[config.mk]
export PLATFORM = sky130hd
export DESIGN_NAME = bus_sched
export DESIGN_NICKNAME = d
export VERILOG_FILES = /design/src/rtl/bus_sched.sv
export SDC_FILE = /design/constraint.sdc
export NUM_CORES = 1
export LEC_CHECK = 0
export ABC_CLOCK_PERIOD_IN_PS = 2750
export BUFFER_PORTS_ARGS = -buffer_cell sky130_fd_sc_hd__buf_2
export CAP_MARGIN = 30
export CORE_ASPECT_RATIO = 0.8
export CORE_MARGIN = 2
export CORE_UTILIZATION = 51
export DETAILED_ROUTE_END_ITERATION = 10
export PLACE_DENSITY = 0.91
export REMOVE_ABC_BUFFERS = 1
export SYNTH_ARGS = -nofsm -noshare
export SYNTH_HDL_FRONTEND = slang
export SYNTH_SLANG_ARGS = --single-unit
[constraint.sdc]
create_clock -name clk -period 2.75 [get_ports clk]
set_input_delay 0.1375 -clock clk [delete_from_list [all_inputs] [get_ports clk]]
set_output_delay 0.1375 -clock clk [all_outputs]
set_load 0.05 [all_outputs]
[src/rtl/bus_sched.sv]
// bus_sched: round-robin arbiter driving the shared bus mux source code, one settle cycle per grant.
// Define BUS_SCHED_TIMEOUT_EN to enable the hold watchdog (forced release after MAX_HOLD valid cycles).
module bus_sched #(
    parameter int NREQ     = 4,
    parameter int MAX_HOLD = 8
) (
    input  logic              clk,
    input  logic              rst_n,
    input  logic [NREQ-1:0]   req,
    input  logic [4*NREQ-1:0] src_sel,
    output logic [NREQ-1:0]   gnt,
    output logic [3:0]        read_en,
    output logic              bus_valid,
    output logic [NREQ-1:0]   err,
    output logic              busy
);
    // state  | meaning
    // IDLE   | no grant, bus mux deselected
    // SETTLE | grant and source code latched, bus settling, data not yet valid
    // GRANT  | data valid for the granted requester until it drops req
    typedef enum logic [1:0] {IDLE, SETTLE, GRANT} state_t;

    localparam int PW = (NREQ > 1) ? $clog2(NREQ) : 1;

    if (NREQ < 2 || NREQ > 8 || MAX_HOLD < 1) begin : g_bad_param
        $error("bus_sched: parameter out of range");
    end

    state_t            state_q, state_d;
    logic [NREQ-1:0]   gnt_q, gnt_d;
    logic [3:0]        read_en_q, read_en_d;
    logic [PW-1:0]     ptr_q, ptr_d, ptr_inc;
    logic [NREQ-1:0]   req_q;
    logic [NREQ-1:0]   err_q, err_d;
    logic [NREQ-1:0]   legal, elig, cand;
    logic              win_found, load, held, timeout;
    logic [PW-1:0]     win_idx;
    logic [PW:0]       inc_sum;

    function automatic logic is_legal(input logic [3:0] code);
        case (code)
            4'd4, 4'd5, 4'd7, 4'd8, 4'd9, 4'd10, 4'd12, 4'd13: is_legal = 1'b1;
            default:                                          is_legal = 1'b0;
        endcase
    endfunction

    always_comb begin
        legal = '0;
        for (int i = 0; i < NREQ; i++) begin
            legal[i] = is_legal(src_sel[4*i +: 4]);
        end
    end

    assign held = |(req & gnt_q);

`ifdef BUS_SCHED_TIMEOUT_EN
    localparam int HW = (MAX_HOLD > 1) ? $clog2(MAX_HOLD) : 1;

    logic [HW-1:0]   hold_q;
    logic [NREQ-1:0] mask_q;

    // hold_q is loaded leaving SETTLE, so it reaches zero on the last allowed valid cycle
    assign timeout = (state_q == GRANT) && held && (hold_q == '0);
    assign elig    = req & legal & ~mask_q;

    always_ff @(posedge clk) begin
        if (!rst_n) begin
            hold_q <= '0;
            mask_q <= '0;
        end else begin
            if (state_q == SETTLE) begin
                hold_q <= HW'(MAX_HOLD - 1);
            end else if (state_q == GRANT && hold_q != '0) begin
                hold_q <= hold_q - HW'(1);
            end
            mask_q <= (mask_q & req) | (timeout ? gnt_q : '0);
        end
    end
`else
    assign timeout = 1'b0;
    assign elig    = req & legal;
`endif

    // the releasing holder is never a candidate, even when forced off with req still high
    assign cand = elig & ~gnt_q;

    always_comb begin
        logic [PW:0] probe;
        win_found = 1'b0;
        win_idx   = '0;
        probe     = '0;
        for (int k = 0; k < NREQ; k++) begin
            probe = {1'b0, ptr_q} + (PW+1)'(k);
            if (probe >= (PW+1)'(NREQ)) begin
                probe = probe - (PW+1)'(NREQ);
            end
            if (!win_found && cand[probe[PW-1:0]]) begin
                win_found = 1'b1;
                win_idx   = probe[PW-1:0];
            end
        end
    end

    assign inc_sum = {1'b0, win_idx} + (PW+1)'(1);
    assign ptr_inc = (inc_sum >= (PW+1)'(NREQ)) ? '0 : inc_sum[PW-1:0];

    always_comb begin
        state_d   = state_q;
        gnt_d     = gnt_q;
        read_en_d = read_en_q;
        ptr_d     = ptr_q;
        load      = 1'b0;
        unique case (state_q)
            IDLE: begin
                if (win_found) begin
                    load = 1'b1;
                end
            end
            SETTLE: begin
                state_d = GRANT;
            end
            GRANT: begin
                if (!held || timeout) begin
                    if (win_found) begin
                        load = 1'b1;
                    end else begin
                        state_d   = IDLE;
                        gnt_d     = '0;
                        read_en_d = '0;
                    end
                end
            end
            default: begin
                state_d   = IDLE;
                gnt_d     = '0;
                read_en_d = '0;
            end
        endcase
        if (load) begin
            state_d   = SETTLE;
            gnt_d     = {{(NREQ-1){1'b0}}, 1'b1} << win_idx;
            read_en_d = src_sel[{win_idx, 2'b00} +: 4];
            ptr_d     = ptr_inc;
        end
    end

    assign err_d = (req & ~req_q & ~legal) | (timeout ? gnt_q : '0);

    always_ff @(posedge clk) begin
        if (!rst_n) begin
            state_q   <= IDLE;
            gnt_q     <= '0;
            read_en_q <= '0;
            ptr_q     <= '0;
            req_q     <= '0;
            err_q     <= '0;
        end else begin
            state_q   <= state_d;
            gnt_q     <= gnt_d;
            read_en_q <= read_en_d;
            ptr_q     <= ptr_d;
            req_q     <= req;
            err_q     <= err_d;
        end
    end

    assign gnt       = gnt_q;
    assign read_en   = read_en_q;
    assign bus_valid = (state_q == GRANT);
    assign busy      = (state_q != IDLE);
    assign err       = err_q;

endmodule

==> flow_metrics.py <==
metrics = {
    "clocking": {
        "cts_root_buf": "clkbuf_4",
        "cts.sink_count": 20,
        "cts_resized": 0,
        "clkLatencyLatePin_ns": 0.30,
        "cts_hold_buffers": 0,
        "htree_levels": 1,
        "cts_made_buffers": 3,
        "cts_tree": "built",
        "cts_buffer_depth": 2,
        "clk_pin_slew_ns": 0.11,
        "postCtsSetupBuffers": 0,
    },
    "timing": {
        "min_period_ns": 2.17,
        "fin_skew_ns": 0.00191,
        "setup_ws_ns": 0.577,
        "hold_viol": 0,
        "slew_viol_final": 0,
        "post-route-period-util_pct": 79.0,
        "setup_tns_ns": 0,
        "clock.fmax_mhz": 460,
        "maxSlewHeadroom_pct": 60.9,
        "rsz0062_at_grt": "false",
        "tightest_slew_ns": 0.571,
        "finalSetupViolCount": 0,
    },
    "die": {
        "dieArea_sq_um": 2880,
        "fp-row-count": 16,
        "start_util_pct": 52.7,
        "die_h_microns": 48.4,
        "coreArea_sq_um": 2380,
        "ios": 36,
        "die_x_microns": 59.5,
    },
    "synthesis": {
        "synth_area_per_cell_sq_um": 8.91,
        "synthMostInstantiatedCell": "dfxtp_1",
        "synth.distinct_cells": 46,
        "ys_seq_area_share_pct": 31.9,
        "synthFlopType": "dfxtp_1",
        "synthTopCellsByCount": "20 x dfxtp_1, 18 x nor2_1, 8 x inv_1",
        "synth_top_area_share_pct": 31.9,
        "synth_area_sq_um": 1260,
        "synthArstFlopShare_pct": 0,
        "yosys-top-cells-area": "dfxtp_1 32%, nor2_1 5.4%, mux2i_1 4.8%",
        "ys_ff_latch": 20,
        "syn_inst": 141,
        "synth_area_leader_cell": "dfxtp_1",
        "synth-edff-count": 0,
        "yosys_warnings": 0,
    },
    "placement": {
        "placed_cell_area_sq_um": 1480,
        "dpl_worst_slack_ns": 0.355,
        "dpl.cell_count": 204,
        "port_buffers": 35,
        "dp_hpwl_microns": 2650,
        "routabilityCongestion": 0.977,
    },
    "setup_path": {
        "cp_num_buf_inv": 0,
        "cpMostUsedCell": "nor2_1",
        "cp.arrival_ns": 2.37,
        "critical_path.endpoint_type": "register",
        "critPathMaxFanout": 5,
        "timing.critical_path.cells": "a2111oi_0 -> nor2_1 -> a211o_1 -> nor2_1 -> ha_1 -> mux2i_1 -> nor2_1",
        "slowest_delay_ns": 0.52,
        "slowest_stage": "a2111oi_0",
        "worstPathRequired_ns": 2.95,
        "start_kind": "register",
        "crit_type": "register to register",
        "cp_top_family": "compound AO/OA/AOI/OAI gates",
    },
    "drt": {
        "vias": 1282,
        "drc": 0,
        "drt_pass1_iterations": 4,
        "viasPerCell": 6.19,
        "wire_per_inst_microns": 15.7,
        "drtAntennaViolNets": 0,
        "drt-total-wl_microns": 3240,
        "drtIter0Drc": 84,
    },
    "cells_and_area": {
        "syn_to_final_growth_pct": 19.5,
        "multi_input_area_sq_um": 798,
        "final-instance-count-excl-fill": 207,
        "regArea_sq_um": 400,
        "drive_gt1_share_pct": 31.1,
        "final_nets": 208,
        "nFillCells": 204,
        "fin_area_sq_um": 1500,
        "antenna_cells": 0,
    },
    "power": {
        "peakVddDrop_v": 0.000460,
        "total_power_mw": 1.31,
        "p_per_area_nw_per_um2": 870,
        "leakagePower_nw": 0.666,
    },
    "run_status": {
        "status": "completed",
    },
    "global_route": {
        "grt_max_degree": 11,
        "grt_use_total_pct": 24.2,
        "antenna_found_initial": 0,
        "grt_pass1_wl_microns": 5330,
        "grt_pass1_vias": 1217,
        "overflow": 0,
    },
    "job": {
        "maxCapViolCount": 0,
    },
    "hold_path": {
        "hp-class": "primary input to register",
    },
}
## flip-flops by register name, summed over array words and instances (netlist names)
| register | cells |
|---|---|
| err | 4 |
| gnt | 4 |
| read_en | 4 |
| req_q | 4 |
| ptr_q | 2 |
| state_q | 2 |
## path summary, 6_finish.rpt
path / start / endpoint / slack [ns] / cells past startpoint
hold / removal: req[2] / req_q[2] / 0.11 / 3
hold reg to reg: req_q[0] / err[0] / 0.40 / 1
setup reg to reg: gnt[1] / ptr_q[1] / 0.58 / 7
setup / recovery: gnt[1] / ptr_q[1] / 0.58 / 7
## cell families after synthesis
kind of cell,after synthesis,share of synthesized area (%)
AOI/OAI and AO/OA,43,29.8
adders and majority gates,4,3.98
buffers and inverters,13,4.58
DFF,20,31.9
muxes,9,8.07
and+or+nand+nor,52,21.7
## through the flow
step	utilization [%]	hold WS (ns)
6_report	63.0	0.110
5_1_grt	63.0	0.124
2_1_floorplan	-	0.259
3_3_place_gp	62.1	0.377
4_1_cts	63.0	0.102
3_5_place_dp	62.1	0.384
## per-layer routing
| metal | global-route usage (%) | wire [microns] |
|---|---|---|
| met1 | 30.0 | 1400 |
| met2 | 40.1 | 1510 |
| met5 | 0 | 0 |
| met3 | 6.68 | 249 |
| met4 | 7.78 | 80 |
## placed cells by master (no fill, tap or decap), drive strengths merged, types with 3 or more instances in the layout
cell | netlist | layout
clkbuf | 2 | 3
o21ai | 4 | 4
o2111ai | 5 | 5
a21oi | 7 | 7
and2 | 3 | 3
inv | 8 | 8
o211ai | 5 | 5
buf | 2 | 40
nor4b | 4 | 4
a2111oi | 3 | 3
nand2 | 6 | 6
ha | 4 | 4
nand3 | 6 | 6
nor4 | 3 | 3
nor2 | 18 | 18
mux2i | 6 | 6
dfxtp | 20 | 20
o31a | 4 | 4
a211oi | 3 | 3
mux2 | 3 | 3
## worst min-delay path, delay by kind of cell
kind                   cells  cell delay, ns
AND/OR/NAND/NOR            1            0.10
buffers and inverters      2            0.14
## report_power, final
group	switching [mW]	leakage (nW)	internal [mW]	total [mW]
Combinational	0.491	0.487	0.245	0.736
Sequential	0.0721	0.165	0.359	0.431
Clock	0.0881	0.0138	0.0512	0.139
## layout make-up
type                    instances  area share (%)
repair buffers                 40            14.2
well taps                      27            2.25
inverters                       9            2.25
multi-input cells             108            53.2
flip-flops and latches         20            26.7
clock buffers                   3            1.50
Note: power is estimated with default switching activity, not from simulation.
